[config.mk]
export PLATFORM = sky130hd
export DESIGN_NAME = iir_sos_prog
export DESIGN_NICKNAME = d
export VERILOG_FILES = /design/src/rtl/iir_sos_prog.sv
export SDC_FILE = /design/constraint.sdc
export NUM_CORES = 1
export LEC_CHECK = 0
export ABC_AREA = 0
export BUFFER_PORTS_ARGS = -buffer_cell sky130_fd_sc_hd__buf_2
export CAP_MARGIN = 15
export CELL_PAD_IN_SITES_DETAIL_PLACEMENT = 0
export CELL_PAD_IN_SITES_GLOBAL_PLACEMENT = 2
export CORE_ASPECT_RATIO = 1.5
export CORE_MARGIN = 10
export CORE_UTILIZATION = 25
export CTS_CLUSTER_SIZE = 8
export DETAILED_ROUTE_END_ITERATION = 12
export HOLD_SLACK_MARGIN = 0.1
export PLACE_DENSITY_LB_ADDON = 0.1
export SYNTH_ARGS = -nofsm -noshare
export SYNTH_HDL_FRONTEND = slang
export SYNTH_SLANG_ARGS = --single-unit
[constraint.sdc]
create_clock -name clock -period 14.1 [get_ports clock]
set_clock_uncertainty 0.05 [all_clocks]
set_input_delay 2.82 -clock clock [delete_from_list [all_inputs] [get_ports clock]]
set_output_delay 2.82 -clock clock [all_outputs]
set_load 0.01 [all_outputs]
[src/rtl/iir_sos_prog.sv]
// Programmable recursive filter: signed/enabled FIR taps x[n..n-3] plus shifted y[n-1], y[n-2] feedback.
// Optional macro IIR_SAT_EN selects saturation instead of two's-complement wrap on the output.
module iir_sos_prog #(
   parameter int NB_DATA  = 8,
   parameter int NB_SHIFT = 3
) (
   input  logic                       clock,
   input  logic                       i_rst,
   input  logic                       i_valid,
   input  logic signed [NB_DATA-1:0]  i_x,
   input  logic [3:0]                 i_ff_en,
   input  logic [3:0]                 i_ff_sub,
   input  logic [1:0]                 i_fb_en,
   input  logic [NB_SHIFT-1:0]        i_fb_sh1,
   input  logic [NB_SHIFT-1:0]        i_fb_sh2,
   input  logic                       i_clear,
   output logic signed [NB_DATA-1:0]  o_y,
   output logic                       o_valid,
   output logic                       o_ovf
);

   localparam int NB_ACC = NB_DATA + 3;
   localparam int NB_EXT = NB_ACC - NB_DATA;

   logic signed [NB_DATA-1:0] x1, x2, x3, y1, y2;
   logic signed [NB_DATA-1:0] tap [4];
   logic signed [NB_DATA-1:0] fb1, fb2;
   logic signed [NB_ACC-1:0]  acc;
   logic signed [NB_ACC-1:0]  ext;
   logic signed [NB_DATA-1:0] result;
   logic                      ovf_now;

   always_comb begin
      tap[0] = i_x;
      tap[1] = x1;
      tap[2] = x2;
      tap[3] = x3;
      fb1    = y1 >>> i_fb_sh1;
      fb2    = y2 >>> i_fb_sh2;
      acc    = '0;
      ext    = '0;
      for (int k = 0; k < 4; k++) begin
         ext = {{NB_EXT{tap[k][NB_DATA-1]}}, tap[k]};
         if (i_ff_en[k]) begin
            if (i_ff_sub[k]) acc = acc - ext;
            else             acc = acc + ext;
         end
      end
      if (i_fb_en[0]) acc = acc + {{NB_EXT{fb1[NB_DATA-1]}}, fb1};
      if (i_fb_en[1]) acc = acc + {{NB_EXT{fb2[NB_DATA-1]}}, fb2};

      // In range only when all bits above the output sign bit match the acc sign.
      ovf_now = (acc[NB_ACC-1:NB_DATA-1] != {(NB_EXT+1){acc[NB_ACC-1]}});
`ifdef IIR_SAT_EN
      if (ovf_now) result = acc[NB_ACC-1] ? {1'b1, {(NB_DATA-1){1'b0}}}
                                          : {1'b0, {(NB_DATA-1){1'b1}}};
      else         result = acc[NB_DATA-1:0];
`else
      result = acc[NB_DATA-1:0];
`endif
   end

   always_ff @(posedge clock) begin
      if (i_rst || i_clear) begin
         x1      <= '0;
         x2      <= '0;
         x3      <= '0;
         y1      <= '0;
         y2      <= '0;
         o_y     <= '0;
         o_valid <= 1'b0;
         o_ovf   <= 1'b0;
      end else if (i_valid) begin
         x3      <= x2;
         x2      <= x1;
         x1      <= i_x;
         y2      <= y1;
         y1      <= result;
         o_y     <= result;
         o_valid <= 1'b1;
         o_ovf   <= o_ovf | ovf_now;
      end else begin
         o_valid <= 1'b0;
      end
   end

endmodule

==> summary.json <==
{
  "placed_design": {
    "gpl.final_weighted_congestion": 0.767,
    "placed_area_sq_mm": 0.00623,
    "place_worst_setup_slack_ps": 2270,
    "post-dp-hpwl_mm": 15.6,
    "port_buffers": 37
  },
  "global_routing": {
    "antenna_found_initial": 0,
    "number_of_global_route_vias_before_repair": 5496,
    "gr-usage-all-layers_pct": 12.7,
    "grt-ovfl-total": 0,
    "grt_first_pass_wirelength_mm": 30.3,
    "grt_max_degree": 44
  },
  "clock_network": {
    "htree_levels": 2,
    "clkLatencyLatePin_ps": 290,
    "clk_root_buffer_cell": "sky130_fd_sc_hd__clkbuf_16",
    "cts_made_buffers": 5,
    "clk_pin_slew_ps": 60,
    "ctsLongestPathBuffers": 2,
    "cts_tree": "built",
    "cts_resized": 0,
    "clkSinkCount": 42,
    "post_cts.repair.setup_buffers": 0,
    "cts_hold_repair.buffers": 0
  },
  "synthesis": {
    "share_of_synthesized_flip_flops_with_an_asynchronous_set_or_reset_pct": 0,
    "synth_area_sq_mm": 0.00584,
    "synth-main-ff-cell": "sky130_fd_sc_hd__dfxtp_1",
    "ys_top_cells_by_area": "sky130_fd_sc_hd__dfxtp_1 14%, sky130_fd_sc_hd__ha_1 11%, sky130_fd_sc_hd__mux2i_1 8.9%",
    "synth.lib_cells_used.distinct": 80,
    "synth_fp_nets": 832,
    "synth_top_cell_area_share_pct": 14.4,
    "post_synth_most_frequent_cells": "98 x sky130_fd_sc_hd__nor2_1, 54 x sky130_fd_sc_hd__nand2_1, 52 x sky130_fd_sc_hd__ha_1, 52 x sky130_fd_sc_hd__mux2i_1, 47 x sky130_fd_sc_hd__a21oi_1",
    "netlist.top_cell.by_area": "sky130_fd_sc_hd__dfxtp_1",
    "yosys.cell_count.top_type": "sky130_fd_sc_hd__nor2_1",
    "avgSynthCellArea_sq_um": 7.81,
    "postSynthRegisterBits": 42,
    "synth.yosys.seq_area_share_pct": 14.4,
    "syn-instance-count": 747,
    "synth_edf_count": 0,
    "synth-warning-count": 0
  },
  "setup_path": {
    "timing.rr.start": "x1[0]",
    "crit_type": "input port to flip-flop",
    "timing.reg2reg.setup_slack_ps": 4850,
    "cp.required_ps": 14230,
    "cp_data_arrival_time_ps": 11610,
    "critical_path.endpoint_type": "flip-flop",
    "critical-path-max-stage-delay_ps": 550,
    "critPathSlowestCell": "sky130_fd_sc_hd__a221oi_2",
    "reg2regPathDepth": 39,
    "crit_path_frequent_cell": "sky130_fd_sc_hd__ha_1",
    "crit_path_start_kind": "input port",
    "cp_max_fanout": 6,
    "worstSetupStartpoint": "i_x[0]"
  },
  "worst_hold_path": {
    "min-delay-path-class": "flip-flop to flip-flop",
    "hold_start": "o_ovf",
    "whs_path_depth": 1
  },
  "sta": {
    "totalNegativeSetupSlack_ps": 0,
    "rsz0062_at_grt": "false",
    "report.final.hold_viol_count": 0,
    "timing.final.crit_share_pct": 81.4,
    "timing.final.ws_setup_ps": 2620,
    "max_freq_ghz": 0.0871,
    "timing_max_transition_violations_final": 0,
    "finalSetupViolCount": 0,
    "worst_pin_slew_ps": 885,
    "timing.final.crit_period_ps": 11480,
    "timing.max_slew.rel_slack_pct": 41.0
  },
  "route": {
    "drtPass1Iterations": 4,
    "wl_per_cell_um": 18.2,
    "drc": 0,
    "antenna_violating_nets_left": 0,
    "first_iter_violations": 182,
    "route.final.wire_length_mm": 18.9,
    "routed-via-count": 5328,
    "post_drt_via_cell_ratio": 5.13
  },
  "finish": {
    "synthToLayoutAreaGrowth_pct": 9.24,
    "num-fill-cells": 2508,
    "final_net_count": 842,
    "n_antenna_cell": 0,
    "post_route_cells_drive_above_1_share_pct": 12.8,
    "post_route_cell_area_sq_mm": 0.00638
  },
  "die": {
    "floorplan.rows": 68,
    "core_region_area_sq_mm": 0.0230,
    "design.die.area_sq_mm": 0.0300,
    "chipHeight_um": 207,
    "top_level_ports": 38,
    "die_x_um": 145,
    "starting_utilization_of_the_core_area_pct": 25.4
  },
  "power": {
    "finalPower_mw": 0.696,
    "static-leakage-power_nw": 2.63,
    "cellPowerDensity_mw_per_mm2": 109,
    "vdd.ir_drop.worst_v": 0.0000514
  },
  "status": {
    "outcome": "finished clean"
  },
  "flow_run": {
    "cap_viol_max_count": 0
  }
}
cells in the final DEF (no fill, tap or decap), types with 11 or more instances in the layout:
cell and instances:
sky130_fd_sc_hd__nor2_1 98, sky130_fd_sc_hd__nand2_1 54, sky130_fd_sc_hd__mux2i_1 52, sky130_fd_sc_hd__ha_1 52, sky130_fd_sc_hd__a21oi_1 47, sky130_fd_sc_hd__xnor2_1 43, sky130_fd_sc_hd__dfxtp_1 42, sky130_fd_sc_hd__buf_2 37
sky130_fd_sc_hd__inv_1 36, sky130_fd_sc_hd__o21ai_0 31, sky130_fd_sc_hd__nor3_1 25, sky130_fd_sc_hd__mux2_2 23, sky130_fd_sc_hd__a21o_1 17, sky130_fd_sc_hd__xor2_1 17, sky130_fd_sc_hd__nand3_1 12, sky130_fd_sc_hd__nor2b_1 11
sky130_fd_sc_hd__a31oi_1 11
area by class of cell:
class	instances	area (sq um)	share of cell area [%]
clock inverters	3	23.8	0.373
well taps	280	350	5.49
repair buffers	39	200	3.14
multi-input cells	630	4690	73.5
inverters	39	146	2.30
clock buffers	5	125	1.96
flip-flops and latches	42	841	13.2
critical path: cells and delay by family:
kind | cells | cell delay (ps)
AO/OA/AOI/OAI | 13 | 3330
AND/OR/NAND/NOR | 12 | 2360
adder cells (fa/ha/maj) | 6 | 1730
XOR/XNOR | 6 | 1200
buffers and inverters | 2 | 190
logic make-up (layout without fill, tap and decap cells):
| kind of cell | Yosys count | after routing | share of synthesized area (%) |
|---|---|---|---|
| muxes | 85 | 85 | 16.9 |
| adders and majority gates | 57 | 57 | 12.9 |
| buffers and inverters | 75 | 86 | 5.25 |
| AOI/OAI and AO/OA | 168 | 168 | 19.3 |
| DFF | 42 | 42 | 14.4 |
| and+or+nand+nor | 258 | 258 | 21.6 |
| xor gates and xnor gates | 62 | 62 | 9.67 |
power by group:
group | internal, mW | switching (mW)
Combinational | 0.194 | 0.252
Clock | 0.0663 | 0.0535
Sequential | 0.123 | 0.00778
Total | 0.383 | 0.313
registers in the layout, indices dropped and copies added, names as in the netlist:
register / cells
y1: 8
x1: 8
x2: 8
x3: 8
y2: 8
o_valid: 1
o_ovf: 1
metal layers:
layer  part of all wire (%)  track usage [%]  up-vias
met5                      0                0        -
met4                    2.4             3.84        0
met3                    1.7            0.939       18
met2                     57             25.2       83
met1                     39             13.4     2522
li1                       -                -     2705
final timing paths:
| path | end |
|---|---|
| setup / recovery | o_ovf |
| hold / removal | o_ovf |
| setup reg to reg | o_ovf |
| hold reg to reg | o_ovf |
metrics by stage:
stage	hold WS (ps)	cells	utilization (%)
after floorplan	405	747	-
after global placement	408	1030	27.1
after detailed placement	413	1030	27.1
after CTS	438	1038	27.8
after global routing	454	1038	27.8
final	434	1038	27.8
No activity file was read; power rests on OpenSTA's default activity.
